$ cat src/rtl/keypad_event_queue.sv
// Converts keypad controller keypresses into mole indices and queues them for the game logic.
// Each capture is followed by an active-low clear pulse that re-arms the keypad controller.
module keypad_event_queue #(
  parameter int unsigned DEPTH        = 4,
  parameter int unsigned CLEAR_CYCLES = 8,
  parameter int unsigned CNT_W        = 8
) (
  input  logic                     clk,
  input  logic                     reset,
  input  logic                     valid_key,
  input  logic [3:0]               key,
  output logic                     keypad_clear,
  output logic                     hit_valid,
  input  logic                     hit_ready,
  output logic [3:0]               hit_mole,
  output logic [$clog2(DEPTH):0]   fifo_count,
  output logic                     overflow,
  output logic [CNT_W-1:0]         drop_count
);

  localparam int unsigned PTR_W = (DEPTH > 1) ? $clog2(DEPTH) : 1;
  localparam int unsigned CW    = $clog2(DEPTH) + 1;
  localparam int unsigned RC_W  = (CLEAR_CYCLES > 1) ? $clog2(CLEAR_CYCLES) : 1;

  localparam logic [1:0] IDLE     = 2'd0;
  localparam logic [1:0] CAPTURE  = 2'd1;
  localparam logic [1:0] REARM    = 2'd2;
  localparam logic [1:0] WAIT_LOW = 2'd3;

  logic             v1, v2, v3;
  logic [3:0]       k1, k2;
  logic [1:0]       state, state_nxt;
  logic [RC_W-1:0]  rearm_cnt, rearm_nxt;
  logic [PTR_W-1:0] wr_ptr, rd_ptr, rd_nxt;
  logic [CW-1:0]    count_nxt;
  logic [3:0]       head_nxt;
  logic [3:0]       mem [DEPTH];
  logic             rise, code_ok, full, pop, push, drop_full, drop_bad;
  logic [1:0]       col, row;
  logic [3:0]       mole;

  // Inputs come from another clock domain; v3 provides the edge history
  always_ff @(posedge clk or posedge reset) begin
    if (reset) begin
      v1 <= 1'b0;
      v2 <= 1'b0;
      v3 <= 1'b0;
      k1 <= 4'd0;
      k2 <= 4'd0;
    end else begin
      v1 <= valid_key;
      v2 <= v1;
      v3 <= v2;
      k1 <= key;
      k2 <= k1;
    end
  end

  assign rise    = v2 & ~v3;
  assign col     = k2[3:2];
  assign row     = k2[1:0];
  assign code_ok = (col != 2'd3) && (row != 2'd3);
  assign mole    = 4'(col) * 4'd3 + 4'(row);
  assign full    = (fifo_count == CW'(DEPTH));
  assign pop     = hit_valid & hit_ready;

  always_comb begin
    state_nxt = state;
    rearm_nxt = rearm_cnt;
    push      = 1'b0;
    drop_full = 1'b0;
    drop_bad  = 1'b0;
    case (state)
      IDLE: begin
        if (rise) state_nxt = CAPTURE;
      end
      CAPTURE: begin
        state_nxt = REARM;
        rearm_nxt = '0;
        if (!code_ok)          drop_bad  = 1'b1;
        else if (!full || pop) push      = 1'b1;
        else                   drop_full = 1'b1;
      end
      REARM: begin
        if (rearm_cnt == RC_W'(CLEAR_CYCLES - 1)) state_nxt = WAIT_LOW;
        else                                      rearm_nxt = rearm_cnt + RC_W'(1);
      end
      WAIT_LOW: begin
        if (!v2) state_nxt = IDLE;
      end
      default: state_nxt = IDLE;
    endcase
  end

  // Next head is precomputed so hit_mole can be a plain register
  always_comb begin
    rd_nxt    = pop ? rd_ptr + PTR_W'(1) : rd_ptr;
    count_nxt = fifo_count + CW'(push) - CW'(pop);
    if (count_nxt == '0)                 head_nxt = hit_mole;
    else if (push && (wr_ptr == rd_nxt)) head_nxt = mole;
    else                                 head_nxt = mem[rd_nxt];
  end

  always_ff @(posedge clk or posedge reset) begin
    if (reset) begin
      state        <= IDLE;
      rearm_cnt    <= '0;
      keypad_clear <= 1'b1;
      wr_ptr       <= '0;
      rd_ptr       <= '0;
      fifo_count   <= '0;
      hit_valid    <= 1'b0;
      hit_mole     <= 4'd0;
      overflow     <= 1'b0;
      drop_count   <= '0;
    end else begin
      state        <= state_nxt;
      rearm_cnt    <= rearm_nxt;
      keypad_clear <= (state_nxt != REARM);
      rd_ptr       <= rd_nxt;
      fifo_count   <= count_nxt;
      hit_valid    <= (count_nxt != '0);
      hit_mole     <= head_nxt;
      if (push) wr_ptr <= wr_ptr + PTR_W'(1);
      if (drop_full) overflow <= 1'b1;
      if ((drop_full || drop_bad) && (drop_count != '1))
        drop_count <= drop_count + CNT_W'(1);
    end
  end

  // Storage carries no reset; occupancy alone defines validity
  always_ff @(posedge clk) begin
    if (push) mem[wr_ptr] <= mole;
  end

endmodule
$ cat config.mk
export PLATFORM = sky130hd
export DESIGN_NAME = keypad_event_queue
export DESIGN_NICKNAME = d
export VERILOG_FILES = /design/src/rtl/keypad_event_queue.sv
export SDC_FILE = /design/constraint.sdc
export NUM_CORES = 1
export LEC_CHECK = 0
export CORE_UTILIZATION = 50
export CTS_CLUSTER_DIAMETER = 100
export DETAILED_ROUTE_END_ITERATION = 8
export HOLD_SLACK_MARGIN = 0.12
export PLACE_DENSITY_LB_ADDON = 0.3
export SYNTH_ARGS = -nofsm -noshare
export SYNTH_HDL_FRONTEND = slang
export SYNTH_SLANG_ARGS = --single-unit
$ cat constraint.sdc
create_clock -name clk -period 3.5 [get_ports clk]
set_input_delay 1.05 -clock clk [delete_from_list [all_inputs] [get_ports clk]]
set_output_delay 1.05 -clock clk [all_outputs]
set_load 0.01 [all_outputs]
# --- After elaboration in Yosys (flattened, before gate mapping) ---
# Memory sizes are Yosys's and may differ from the RTL's. A register that Yosys moved wholly into a read port is not among the register bits.
# Index checks and enable logic that the tools add are counted.
totals:
  register_bits: 34
  ramBits: 16
  inputBits: 8
  out_inout_bits: 18
  elab_cells: 64
  n_memories: 1
memory_table:
  columns: ["memory", "words", "width", "rd", "rd_clocked_by_memory_dff", "wr", "line", "text"]
  rows:
  - ["mem", 4, 4, 1, 1, 1, "37", "logic [3:0] mem [DEPTH];"]
op_classes:
  addsub: 7
  n_mul: 1
  n_eq_ne: 10
  muxes: 17
  bitwise_logic: 3
  reduce_logical: 11
ops:
  columns: ["op", "count"]
  rows:
  - ["1-bit 2-to-1 mux", 10]
  - ["8-bit by 1-bit adder with 8-bit output, second input constant", 1]
  - ["2-bit 2-to-1 mux", 4]
  - ["2-bit inequality test, second input constant", 4]
  - ["8-bit inequality test, second input constant", 1]
  - ["2-bit case mux with 4 select lines", 1]
  - ["3-bit == test, second input constant", 2]
  - ["3-bit case mux with 2 select lines", 1]
  - ["2-bit by 1-bit adder with 2-bit output, second input constant", 2]
  - ["4-bit by 2-bit adder with 4-bit output", 1]
  - ["2-bit == test, second input constant", 2]
  - ["2-bit by 2-bit multiplier with 4-bit output, second input constant", 1]
  - ["3-bit by 1-bit adder with 3-bit output", 1]
  - ["3-bit by 1-bit adder with 3-bit output, second input constant", 1]
  - ["3-bit zero test", 1]
  - ["3-bit 2-to-1 mux", 1]
  - ["3-bit nonzero test", 1]
  - ["3-bit by 1-bit subtractor with 3-bit output", 1]
  - ["1-bit AND", 2]
  - ["2-bit by 1-bit == test with 1-bit output, second input constant", 1]
  - ["1-bit logical AND", 2]
  - ["1-bit zero test", 2]
  - ["2-bit zero test", 1]
  - ["1-bit logical OR", 2]
  - ["3 further kinds", 3]

# --- Longest topological paths before layout ---
# Gate-level depths: netlist of run 1.
depth:
  depth_word: 10
  ltp_mapped: 15
  ltp_nobuf: 14

# --- Worst setup path after synthesis of run 1 ---
# No wires, ideal clock.
synth_path:
  path_kind: "input-to-reg"
  startpoint: "in hit_ready"
  endpoint: "reg hit_mole[3], read port of mem"
  setup_ns: 0.132
  arrival_time_ns: 3.409
  required_time_ns: 3.368
  setup_slack_ns: -0.041
  stages: 15
  n_path_buf: 2
  path_cell_list: "buf_4 -> nand2_4 -> a211oi_4 -> inv_1 -> ha_1 -> inv_1 -> ha_1 -> inv_1 -> fa_1 -> xnor2_1 -> xnor2_1 -> or3_1 -> clkbuf_1 -> nor2_1 -> a21oi_2"
synth_between:
  elab_chain_len: 9
  word_cells_on_any_way: 10
  classes_between: "add/sub (2); mux (4); bitwise (1); reduce/logical (3)"
synth_lines:
  columns: ["item", "line", "text"]
  rows:
  - ["from (decl)", "14", "input logic hit_ready,"]
  - ["1-bit AND (*)", "65", "assign pop = hit_valid & hit_ready;"]
  - ["1-bit logical OR", "81", "else if (!full || pop) push = 1'b1;"]
  - ["1-bit 2-to-1 mux", "81", null]
  - ["1-bit 2-to-1 mux", "80", "if (!code_ok) drop_bad = 1'b1;"]
  - ["1-bit 2-to-1 mux", "73", "case (state)"]
  - ["3-bit by 1-bit adder with 3-bit output", "98", "count_nxt = fifo_count + CW'(push) - CW'(pop);"]
  - ["3-bit by 1-bit subtractor with 3-bit output (*)", "98", null]
  - ["named net count_nxt[2]", "35", "logic [CW-1:0] count_nxt;"]
  - ["3-bit zero test (*)", "99", "if (count_nxt == '0) head_nxt = hit_mole;"]
  - ["1-bit zero test (no line) (*)", null, null]
  - ["to (decl)", "15", "output logic [3:0] hit_mole,"]
# Mark *: on every way through the listed nets, which the timed path passes. The rest lies on a longest branch.
# A chain may end at the register's enable or synchronous reset.

# --- Final worst setup path of run 1 ---
layout_path:
  startpoint: "in hit_ready"
  endpoint: "reg hit_mole[1], read port of mem"
# The elaborated chain is that of the path after synthesis.

==> results.txt, run 1 <==
----------------------------------------------------
[Timing]
  Final Slew Violations ... 0
  Maximum achievable frequency ... 306 MHz
  RSZ-0062 raised after global routing ... no
  Setup Skew ... 0.00447 ns
  Final worst path period share ... 93.2%
  Slew of the pin with the lowest slew margin ... 0.782 ns
  Total Neg Setup Slack ... 0 ns
  Worst-case headroom to the max-slew limit ... 47.9%
  Final-report setup violation count ... 0
  Final hold viol count ... 0
  Clock period minus final worst setup slack ... 3.26 ns

[Worst hold path]
  WHS Path Cells ... 0
  Endpoint of the worst hold-timing path ... k2[0]$_DFF_PP0_
  Kind of path behind the tightest hold check ... register to register
  HP Start ... k1[0]$_DFF_PP0_

[Placed design]
  Placer's final routability congestion estimate ... 0.768
  HPWL after detailed placement ... 3340 um
  Standard cell area after detailed placement ... 0.00299 mm^2
  Input/output buffers ... 25

[Worst setup path]
  CP endpoint kind ... register
  Maximum fanout encountered on the critical timing path ... 9
  Worst R2R Path Depth ... 14
  Worst R2R Setup Slack ... 0.53 ns
  Crit path arrival time ... 3.46 ns
  Crit Reg-Reg Endpoint ... hit_mole[1]$_DFFE_PP0P_
  CP Launch Type ... input pin
  Crit path required time ... 3.69 ns
  Reg2Reg Launch Point ... k2[2]$_DFF_PP0_
  Critical Path Start ... hit_ready
  Critical setup path kind ... input pin to register

[Global route]
  Antenna violations before repair ... 0
  Vias in the first global route ... 1705
  Maximum number of pins on one net before global-route repair ... 39
  GR Util All Layers ... 19.5%
  Global route total overflow ... 0
  Wire length of the first global-routing pass ... 8070 um

[Logic synthesis]
  Share of the synthesized netlist area taken by xor and xnor gates ... 3.97%
  Average size of a mapped cell ... 12.4 um^2
  Number of enable flip-flop cells after synthesis ... 16
  Complex-gate fraction of the synthesized area ... 12.7%
  Nets in the synthesized netlist ... 236
  Synthesis Warnings ... 0
  Post-Syn Instances ... 213
  Adder-cell share of the synthesized area ... 7.94%
  Share of flip-flops with an asynchronous set or reset ... 70.4%
  Combinational family with the most area after synthesis ... compound AO/OA/AOI/OAI gates
  Mux cell area share after synthesis ... 4.44%
  Leading cell types by total area after synthesis ... dfrtp_1 (35%), edfxtp_1 (18%), ha_1 (5.7%)
  Most common flop cell mapped by yosys ... dfrtp_1
  Number of library cell types mapped by synthesis ... 53
  Number of synthesized register bits ... 54
  Largest area contributor in the synthesized netlist ... dfrtp_1
  Syn Std Cell Area ... 0.00265 mm^2
  Post-synthesis sequential area ratio ... 54.1%
  Share of synthesized cell area in and, or, nand and nor gates ... 12.1%
  Top cell type's share of synthesized area ... 35.0%

[Route]
  Drt pass-1 iters ... 4
  Vias ... 1670
  Final Routed Wirelength ... 4750 um
  Post-DR wirelength/cell ... 15.2 um
  Remaining DRCs ... 0
  Number of violations reported at the end of detailed-routing iteration 0 ... 150
  Via/cell ratio ... 5.34
  Number of nets with antenna violations after detailed routing ... 0

[Final layout]
  Most frequent standard cell in the layout excluding fill and tap cells ... dfrtp_1
  NumNets Final ... 265
  Share of post-route cells with drive strength above 1 ... 13.6%
  Synthesis-to-finish area growth ... 16.4%
  Utilization after layout ... 60.3%
  Most frequent cells in the layout ... dfrtp_1 (37), clkdlybuf4s50_1 (24), inv_1 (17)
  Final antenna diode count ... 0
  Final non-filler cell area ... 0.00308 mm^2
  Filler cell count in the final layout ... 417

[Power]
  Fraction of power spent switching nets ... 36.3%
  Max IR drop VDD ... 0.451 mV
  P_leak ... 1.28 nW
  Cell area power density ... 718 mW/mm^2
  Post-route total power ... 2.21 mW
  Share of power burned in registers ... 44.8%
  Power Internal ... 1.41 mW
  Clock share of power ... 15.5%
  Net load switching power ... 0.804 mW
  Relative contribution of combinational cells to total power ... 39.6%

[Clocking]
  Bufs on Longest Clock Path ... 2
  Clock Sink Count ... 54
  Clock tree from TritonCTS ... built
  Cts bufs inserted ... 5
  Root buf cell ... clkbuf_8
  Max H-tree Level ... 2
  Clock latency on the worst-skew pair ... 0.30 ns
  Number of hold-repair buffers added at the cts stage ... 0
  Clock slew seen by the registers of the worst setup and hold paths ... 0.10 ns

[Die]
  Die height ... 74.8 um
  Die outline width ... 74.8 um
  Number of core rows ... 26
  Ports placed on the boundary ... 26
  Core Footprint ... 0.00511 mm^2
  Starting Density ... 51.8%
  Total die area ... 0.00559 mm^2

[Outcome]
  Run status ... finished, final reports clean

[Job]
  Reported max-cap violation count ... 0

----------------------------------------------------
==> synth_stat cells (all sizes together), types with 3 or more instances <==
cell	instances
buf	7
a211oi	10
mux2i	8
clkbuf	4
nor2	11
o31ai	4
a22oi	3
nand2	12
o21ai	4
ha	12
xnor2	10
edfxtp	16
fa	3
nand4b	4
and2	4
a21oi	8
nor4bb	3
inv	17
mux2	3
dfrtp	37
==> timing repair <==
item,4_1_cts,5_1_grt
setup buffers,0,0
endpoints found under the setup margin,4,0
gates resized for setup,2,0
==> layer usage <==
metal,part of all wire [%],global-route usage (%)
met1,48,27.2
met2,46,29.8
met3,4.2,4.69
met4,1.4,7.34
met5,0,0
==> kinds of logic (layout without fill, tap and decap cells) <==
| group | count (synthesis) | count (layout) |
|---|---|---|
| XOR/XNOR | 12 | 12 |
| multiplexers | 11 | 11 |
| flip-flops | 54 | 54 |
| buffers and inverters | 28 | 58 |
| AO/OA/AOI/OAI | 42 | 42 |
| adder cells (fa/ha/maj) | 15 | 15 |
| AND/OR/NAND/NOR | 51 | 51 |
==> flip-flops by register name, indices dropped and copies added, names as in the netlist, 3 cells and up <==
signal and flops:
drop_count 8, fifo_count 3, hit_mole 4, k1 4, k2 4, mem 16
rearm_cnt 3
==> critical path, stage by stage <==
cell and delay [ns]:
dlygate4sd2_1 0.27, nand2_4 0.08, a211oi_4 0.26, inv_1 0.07, ha_1 0.29, inv_1 0.06, ha_1 0.12, inv_1 0.05
fa_2 0.33, xnor2_1 0.19, xnor2_1 0.13, or3_4 0.41, nor2_1 0.11, a21oi_1 0.05
==> worst max path at each step <==
stage	to	slack, ns
3_5_place_dp	hit_mole[1]$_DFFE_PP0P_	-0.46
5_1_grt	hit_mole[0]$_DFFE_PP0P_	0.02
2_1_floorplan	hit_mole[0]$_DFFE_PP0P_	0.02
4_1_cts	hit_mole[1]$_DFFE_PP0P_	0.25
6_report	hit_mole[1]$_DFFE_PP0P_	0.24
3_3_place_gp	hit_mole[1]$_DFFE_PP0P_	-0.37
==> final cells by class <==
cell class,instances,area (um^2),share of cell area (%)
Clock buffer,5,68.8,2.23
Clock inverter,3,20.0,0.650
Inverter,17,63.8,2.07
Multi-Input combinational cell,131,1100,35.7
Sequential cell,54,1430,46.5
Tap cell,70,87.6,2.84
Timing Repair Buffer,33,309,10.0
==> power by group through the flow <==
| stage | Sequential [mW] | Clock [mW] | Combinational (mW) |
|---|---|---|---|
| after floorplan | 0.946 | 0 | 0.629 |
| after global placement | 1.00 | 0 | 0.839 |
| after detailed placement | 1.00 | 0 | 0.866 |
| after CTS | 0.992 | 0.353 | 0.883 |
| after global routing | 1.02 | 0.373 | 0.989 |
| final | 0.991 | 0.344 | 0.877 |
==> stage by stage <==
stage	hold slack [ns]	setup slack, ns	std cells
after floorplan	0.331	0.0224	213
after global placement	0.334	-0.366	305
after detailed placement	0.337	-0.460	305
after CTS	0.360	0.249	313
after global routing	0.368	0.0186	313
final	0.359	0.236	313
Power figures use the tool's default switching activity.
==> run 2, diff against run 1 <==
Settings changed: SKIP_LAST_GASP set to 1.
==> results of run 2 <==
Same layout as run 1: the final DEF is identical, and so are final timing and power.
